===== src/rtl/mainfsm_if.sv =====
// Control bundle between the multicycle main FSM and the datapath/decoder side.
// master = FSM (samples Op/Funct, drives strobes and selects); slave = consumer.
interface mainfsm_if #(
   parameter int STATE_W = 4
);
   logic [1:0]         Op;
   logic [5:0]         Funct;
   logic               IRWrite;
   logic               AdrSrc;
   logic [1:0]         ALUSrcA;
   logic [1:0]         ALUSrcB;
   logic [1:0]         ResultSrc;
   logic               NextPC;
   logic               RegW;
   logic               MemW;
   logic               Branch;
   logic               ALUOp;
   logic [STATE_W-1:0] State;

   modport master (
      input  Op, Funct,
      output IRWrite, AdrSrc, ALUSrcA, ALUSrcB, ResultSrc,
             NextPC, RegW, MemW, Branch, ALUOp, State
   );

   modport slave (
      output Op, Funct,
      input  IRWrite, AdrSrc, ALUSrcA, ALUSrcB, ResultSrc,
             NextPC, RegW, MemW, Branch, ALUOp, State
   );
endinterface


===== src/rtl/mainfsm.sv =====
// Multicycle ARM control FSM (Moore); FETCH->FETCH takes 2..5 cycles depending on instruction class.
// No backpressure: advances every clock, Op/Funct are only looked at in DECODE and MEMADR.
module mainfsm #(
   parameter int STATE_W = 4
) (
   input  logic      clk,
   input  logic      reset,
   mainfsm_if.master bus
);
   localparam logic [STATE_W-1:0] FETCH  = STATE_W'(0);
   localparam logic [STATE_W-1:0] DECODE = STATE_W'(1);
   localparam logic [STATE_W-1:0] MEMADR = STATE_W'(2);
   localparam logic [STATE_W-1:0] MEMRD  = STATE_W'(3);
   localparam logic [STATE_W-1:0] MEMWB  = STATE_W'(4);
   localparam logic [STATE_W-1:0] MEMWR  = STATE_W'(5);
   localparam logic [STATE_W-1:0] EXECR  = STATE_W'(6);
   localparam logic [STATE_W-1:0] EXECI  = STATE_W'(7);
   localparam logic [STATE_W-1:0] ALUWB  = STATE_W'(8);
   localparam logic [STATE_W-1:0] BRANCH = STATE_W'(9);

   logic [STATE_W-1:0] state;
   logic [STATE_W-1:0] next_state;

   // Only the I bit and the L bit of Funct steer this machine.
   logic unused_funct;
   assign unused_funct = &{1'b0, bus.Funct[4:1]};

   always_ff @(posedge clk) begin
      if (reset) state <= FETCH;
      else       state <= next_state;
   end

   always_comb begin
      next_state = FETCH;
      case (state)
         FETCH:  next_state = DECODE;
         DECODE: begin
            case (bus.Op)
               2'b00:   next_state = bus.Funct[5] ? EXECI : EXECR;
               2'b01:   next_state = MEMADR;
               2'b10:   next_state = BRANCH;
               default: next_state = FETCH;
            endcase
         end
         MEMADR: next_state = bus.Funct[0] ? MEMRD : MEMWR;
         MEMRD:  next_state = MEMWB;
         EXECR:  next_state = ALUWB;
         EXECI:  next_state = ALUWB;
         default: next_state = FETCH;
      endcase
   end

   // Illegal codes fall through to the all-zero defaults, so no strobe can escape.
   always_comb begin
      bus.IRWrite   = 1'b0;
      bus.AdrSrc    = 1'b0;
      bus.ALUSrcA   = 2'b00;
      bus.ALUSrcB   = 2'b00;
      bus.ResultSrc = 2'b00;
      bus.NextPC    = 1'b0;
      bus.RegW      = 1'b0;
      bus.MemW      = 1'b0;
      bus.Branch    = 1'b0;
      bus.ALUOp     = 1'b0;
      case (state)
         FETCH: begin
            bus.IRWrite   = 1'b1;
            bus.NextPC    = 1'b1;
            bus.ALUSrcA   = 2'b01;
            bus.ALUSrcB   = 2'b10;
            bus.ResultSrc = 2'b10;
         end
         DECODE: begin
            bus.ALUSrcA   = 2'b01;
            bus.ALUSrcB   = 2'b10;
            bus.ResultSrc = 2'b10;
         end
         MEMADR: bus.ALUSrcB = 2'b01;
         MEMRD:  bus.AdrSrc  = 1'b1;
         MEMWB: begin
            bus.ResultSrc = 2'b01;
            bus.RegW      = 1'b1;
         end
         MEMWR: begin
            bus.AdrSrc = 1'b1;
            bus.MemW   = 1'b1;
         end
         EXECR:  bus.ALUOp = 1'b1;
         EXECI: begin
            bus.ALUSrcB = 2'b01;
            bus.ALUOp   = 1'b1;
         end
         ALUWB:  bus.RegW = 1'b1;
         BRANCH: begin
            bus.ALUSrcA   = 2'b10;
            bus.ALUSrcB   = 2'b01;
            bus.ResultSrc = 2'b10;
            bus.Branch    = 1'b1;
         end
         default: ;
      endcase
   end

   assign bus.State = state;
endmodule

===== src/flat_wrapper.sv =====
// flat-port wrapper written by rule: the top's interface ports become plain ports
module mainfsm_flat 
#(
   parameter int STATE_W = 4
)
  (clk, reset, bus_Op, bus_Funct, bus_IRWrite, bus_AdrSrc, bus_ALUSrcA, bus_ALUSrcB, bus_ResultSrc, bus_NextPC, bus_RegW, bus_MemW, bus_Branch, bus_ALUOp, bus_State);
  mainfsm_if #(.STATE_W(STATE_W)) bus_i ();
  input  logic clk;
  input  logic reset;
  input wire logic [$bits(bus_i.Op)-1:0] bus_Op;
  input wire logic [$bits(bus_i.Funct)-1:0] bus_Funct;
  output wire logic [$bits(bus_i.IRWrite)-1:0] bus_IRWrite;
  output wire logic [$bits(bus_i.AdrSrc)-1:0] bus_AdrSrc;
  output wire logic [$bits(bus_i.ALUSrcA)-1:0] bus_ALUSrcA;
  output wire logic [$bits(bus_i.ALUSrcB)-1:0] bus_ALUSrcB;
  output wire logic [$bits(bus_i.ResultSrc)-1:0] bus_ResultSrc;
  output wire logic [$bits(bus_i.NextPC)-1:0] bus_NextPC;
  output wire logic [$bits(bus_i.RegW)-1:0] bus_RegW;
  output wire logic [$bits(bus_i.MemW)-1:0] bus_MemW;
  output wire logic [$bits(bus_i.Branch)-1:0] bus_Branch;
  output wire logic [$bits(bus_i.ALUOp)-1:0] bus_ALUOp;
  output wire logic [$bits(bus_i.State)-1:0] bus_State;
  assign bus_i.Op = bus_Op;
  assign bus_i.Funct = bus_Funct;
  assign bus_IRWrite = bus_i.IRWrite;
  assign bus_AdrSrc = bus_i.AdrSrc;
  assign bus_ALUSrcA = bus_i.ALUSrcA;
  assign bus_ALUSrcB = bus_i.ALUSrcB;
  assign bus_ResultSrc = bus_i.ResultSrc;
  assign bus_NextPC = bus_i.NextPC;
  assign bus_RegW = bus_i.RegW;
  assign bus_MemW = bus_i.MemW;
  assign bus_Branch = bus_i.Branch;
  assign bus_ALUOp = bus_i.ALUOp;
  assign bus_State = bus_i.State;
  mainfsm #(.STATE_W(STATE_W)) u_core (.clk(clk), .reset(reset), .bus(bus_i));
endmodule

===== config.mk =====
export PLATFORM = sky130hd
export DESIGN_NAME = mainfsm_flat
export DESIGN_NICKNAME = d
export VERILOG_FILES = /design/src/rtl/mainfsm_if.sv /design/src/rtl/mainfsm.sv /design/src/flat_wrapper.sv
export SDC_FILE = /design/constraint.sdc
export NUM_CORES = 1
export LEC_CHECK = 0
export ABC_AREA = 1
export ABC_CLOCK_PERIOD_IN_PS = 1100
export CAP_MARGIN = 30
export CORE_AREA = 2 2 39 41
export DETAILED_ROUTE_END_ITERATION = 12
export DIE_AREA = 0 0 41 43
export PLACE_DENSITY_LB_ADDON = 0.25
export SLEW_MARGIN = 10
export SYNTH_ARGS = -nofsm -noshare
export SYNTH_HDL_FRONTEND = slang
export SYNTH_SLANG_ARGS = --single-unit

===== constraint.sdc =====
create_clock -name clk -period 1.1 [get_ports clk]
set_input_delay 0.11 -clock clk [delete_from_list [all_inputs] [get_ports clk]]
set_output_delay 0.11 -clock clk [all_outputs]
set_load 0.005 [all_outputs]

==> results <==
==> logic make-up (layout without fill, tap and decap cells) <==
logic type	count (synthesis)	count (layout)
buffers and inverters	14	51
and+or+nand+nor	26	26
AOI/OAI and AO/OA	8	8
DFF	4	4
==> worst reg2reg max path, stage by stage (launching register included) <==
cell and delay, ns:
dfxtp_4 0.36, inv_6 0.08, nand2_4 0.06, inv_2 0.06, nand2_2 0.05, buf_4 0.12, buf_4 0.12, a21oi_2 0.09
==> cells in the mapped netlist, drive strengths merged <==
library cell and number:
a21oi 5, a31o 1, buf 4, clkinv 1, dfxtp 4, inv 9, nand2 11, nand3 4
nand4 1, nor2 10, o211ai 1, o21ai 1
==> per-layer routing <==
layer	GRT usage, %	vias to the layer above	part of all wire (%)
li1	-	236	-
met2	22.5	12	56
met3	3.14	2	4.5
met5	0	-	0
met1	12.8	204	37
met4	8.00	0	2.2
==> per-stage QoR <==
stage	TNS (ns)	hold WS [ns]
2_1_floorplan	0	0.172
3_3_place_gp	-2.82	0.702
3_5_place_dp	-2.91	0.695
4_1_cts	-0.846	0.489
5_1_grt	-0.906	0.508
6_report	-0.440	0.497
==> power by group through the flow <==
stage / clock network [W] / registers, W / logic [W]
final: 0.000191 / 0.000172 / 0.000267
after global routing: 0.000216 / 0.000174 / 0.000291
after CTS: 0.000197 / 0.000171 / 0.000254
after detailed placement: 0 / 0.000171 / 0.000259
after global placement: 0 / 0.000171 / 0.000259
after floorplan: 0 / 0.000171 / 0.000108
==> area by class of cell <==
| type | count | area [um2] | share of cell area (%) |
|---|---|---|---|
| inverters | 10 | 52.6 | 7.37 |
| clock buffers | 3 | 22.5 | 3.16 |
| multi-input cells | 34 | 244 | 34.2 |
| flip-flops and latches | 4 | 95.1 | 13.3 |
| repair buffers | 38 | 279 | 39.1 |
| well taps | 16 | 20.0 | 2.81 |
==> final timing paths <==
| check | end | slack, ns | cells after the start |
|---|---|---|---|
| setup reg to reg | u_core.bus.State[3]$_SDFF_PP0_ | 0.07 | 7 |
| setup / recovery | bus_AdrSrc | -0.1 | 5 |
| hold reg to reg | u_core.bus.State[1]$_SDFF_PP0_ | 0.70 | 3 |
| hold / removal | u_core.bus.State[1]$_SDFF_PP0_ | 0.50 | 3 |
==> timing repair <==
action	in CTS	in global routing
resized for setup	72	20
hold buffers	0	0
pin swaps	2	7
setup endpoints to repair	17	15
setup buffers	2	2
==> impl_results.rst <==
.. list-table::
   :header-rows: 1

   * - Metric
     - Value
   * - Run status
     - complete, but fails checks
   * - Violated checks
     - negative setup slack
   * - Yosys warning total
     - 0
   * - Net Count, Synth
     - 62
   * - Required time of the worst setup path
     - ~1 ns
   * - Mux cell area share after synthesis
     - 0%
   * - Largest buffer count on any clock path
     - 2
   * - Maximum resistive drop on vdd
     - 0.000555 V
   * - Number of failing setup endpoints in the final timing report
     - 7
   * - Area enclosed by the die boundary
     - 1760 um2
   * - Initial antenna violation count
     - 0
   * - Floorplan die width
     - between 40 and 50 um
   * - Design internal power
     - ~0.00042 W
   * - Most used cells in the layout excluding fill and tap cells
     - buf_4 (15), buf_2 (10), nand2_1 (6), nor2_1 (5), clkdlybuf4s50_1 (5)
   * - Relative slew margins
     - 85.5%
   * - Leading cell type in the layout, fill and taps excluded
     - buf_4
   * - WP data arrival
     - between 1 and 1.5 ns
   * - Hold Crit Start
     - bus_Funct[0]
   * - Cell Count Post-Placement
     - 98
   * - Worst Tran Pin Value
     - 0.217 ns
   * - Residual antenna-violating net count after detailed routing
     - 0
   * - Number of hold violations in the final report
     - 0
   * - Final routed wirelength across all metal layers
     - approximately 1.1 mm
   * - Diode insertion count for antenna repair
     - 0
   * - Effective utilization at floorplan
     - 23.9%
   * - Combinational share of power
     - 42.4%
   * - Number of synthesized register bits
     - 4
   * - Fraction of the mapped netlist area in compound gates
     - between 10% and 20%
   * - Worst Setup End Kind
     - output port
   * - TritonRoute pass-1 iters
     - 4
   * - Cell count after synthesis
     - 52
   * - Switching part of the total
     - roughly a third
   * - Number of flip-flops under the largest register name
     - 4
   * - Detailed placement HPWL
     - around 760 um
   * - Main combinational cell family by area after synthesis
     - simple AND/OR/NAND/NOR gates
   * - Slowest cell on the critical path
     - dfxtp_4
   * - Total via count in the routed design
     - approximately 450
   * - Number of remaining DRC errors
     - 0
   * - Ports
     - 27
   * - Ratio of cells with drive above 1 in the final layout
     - 65.2%
   * - CP bufs+invs
     - 2
   * - Worst path max stage delay
     - ~0.38 ns
   * - TritonCTS clock tree
     - done
   * - Leading post-synthesis cells by cell area
     - dfxtp_1 (24%), nand2_1 (10%), inv_1 (9.1%)
   * - Largest net degree at the start of global routing
     - 6
   * - Fin nets
     - roughly 100
   * - Distinct cells, synth
     - 19
   * - Worst path top cell family by delay
     - flip-flops
   * - Power Total
     - 0.000630 W
   * - Cell taking the most area after synthesis
     - dfxtp_1
   * - Max Transition Viols Final
     - 0
   * - Fmax achieved
     - between 0.8 and 0.9 GHz
   * - Fin crit share
     - 109%
   * - PwrDens
     - roughly 900 nW/um2
   * - Placer congestion estimate
     - 0.736
   * - Fraction of power consumed by sequential logic
     - between 20 and 30%
   * - Via density
     - ~4.3
   * - Final instance area
     - approximately 700 um2
   * - Die outline height
     - between 40 and 50 um
   * - Sequential cell area fraction in the yosys report
     - between 20% and 30%
   * - Cts bufs inserted
     - 3
   * - Core Rows
     - 14
   * - Gr ovfl total
     - 0
   * - Worst setup startpoint
     - u_core.bus.State[3]$_SDFF_PP0_
   * - Share of synthesized cell area in full adder, half adder and majority cells
     - 0%
   * - Count of clock tree sinks
     - 4
   * - Post-Syn Area
     - between 300 and 400 um2
   * - Layout area overhead
     - 116%
   * - Overall global routing resource usage
     - between 10% and 20%
   * - Maximum fanout along the worst path
     - 5
   * - Post-synthesis xor/xnor area fraction
     - 0%
   * - Clk root buf
     - clkbuf_4
   * - Wire length of the first global-routing pass
     - ~1.5 mm
   * - Critical path type
     - reg -> out
   * - Clock latency at the later pin of the worst-skew pair
     - around 0.25 ns
   * - Crit path time final
     - 1.20 ns
   * - Vias in the first global route
     - just under 400
   * - Worst hold-check path type
     - in -> reg
   * - Final non-filler cell total
     - around 110
   * - Net switching power
     - 0.000209 W
   * - Cell area after placement
     - 627 um2
   * - Utilization after layout
     - around half
   * - Fin Clk Skew
     - approximately 0.0065 ns
   * - Proportion of power drawn by the clock network
     - a little under a third
   * - Cell leakage power
     - 0.361 nW
   * - Minimum setup slack after placement
     - -0.268 ns
   * - Area share of and/or/nand/nor cells after synthesis
     - a little under 40%
   * - Max-cap viol count
     - 0
   * - Total of buffers placed on input and output ports
     - 22
   * - CTS H-tree lvls
     - 1
   * - Clock transition time at the flip-flop clock pins of the worst setup and hold paths
     - about 0.04 ns
   * - Startpoint class of the critical path
     - flip-flop
   * - Launch point of the worst reg-to-reg path
     - u_core.bus.State[3]$_SDFF_PP0_
   * - Synthesized area divided by synthesized cell count
     - ~6.4 um2
   * - Least setup slack across all paths after layout
     - -0.0954 ns
   * - Critical-path cell list
     - inv_6, nand2_4, nor2_2, a31o_1, clkbuf_2
   * - Filler cell count in the final layout
     - roughly 150
   * - RSZ-0062 raised after global routing
     - true
   * - Initial DRC Count
     - 7
   * - Top cell type's share of synthesized area
     - between 20 and 25%
   * - Avg WL per Cell
     - roughly 10 um
   * - Placeable core region
     - 1380 um2
No activity file was read; power rests on OpenSTA's default activity.
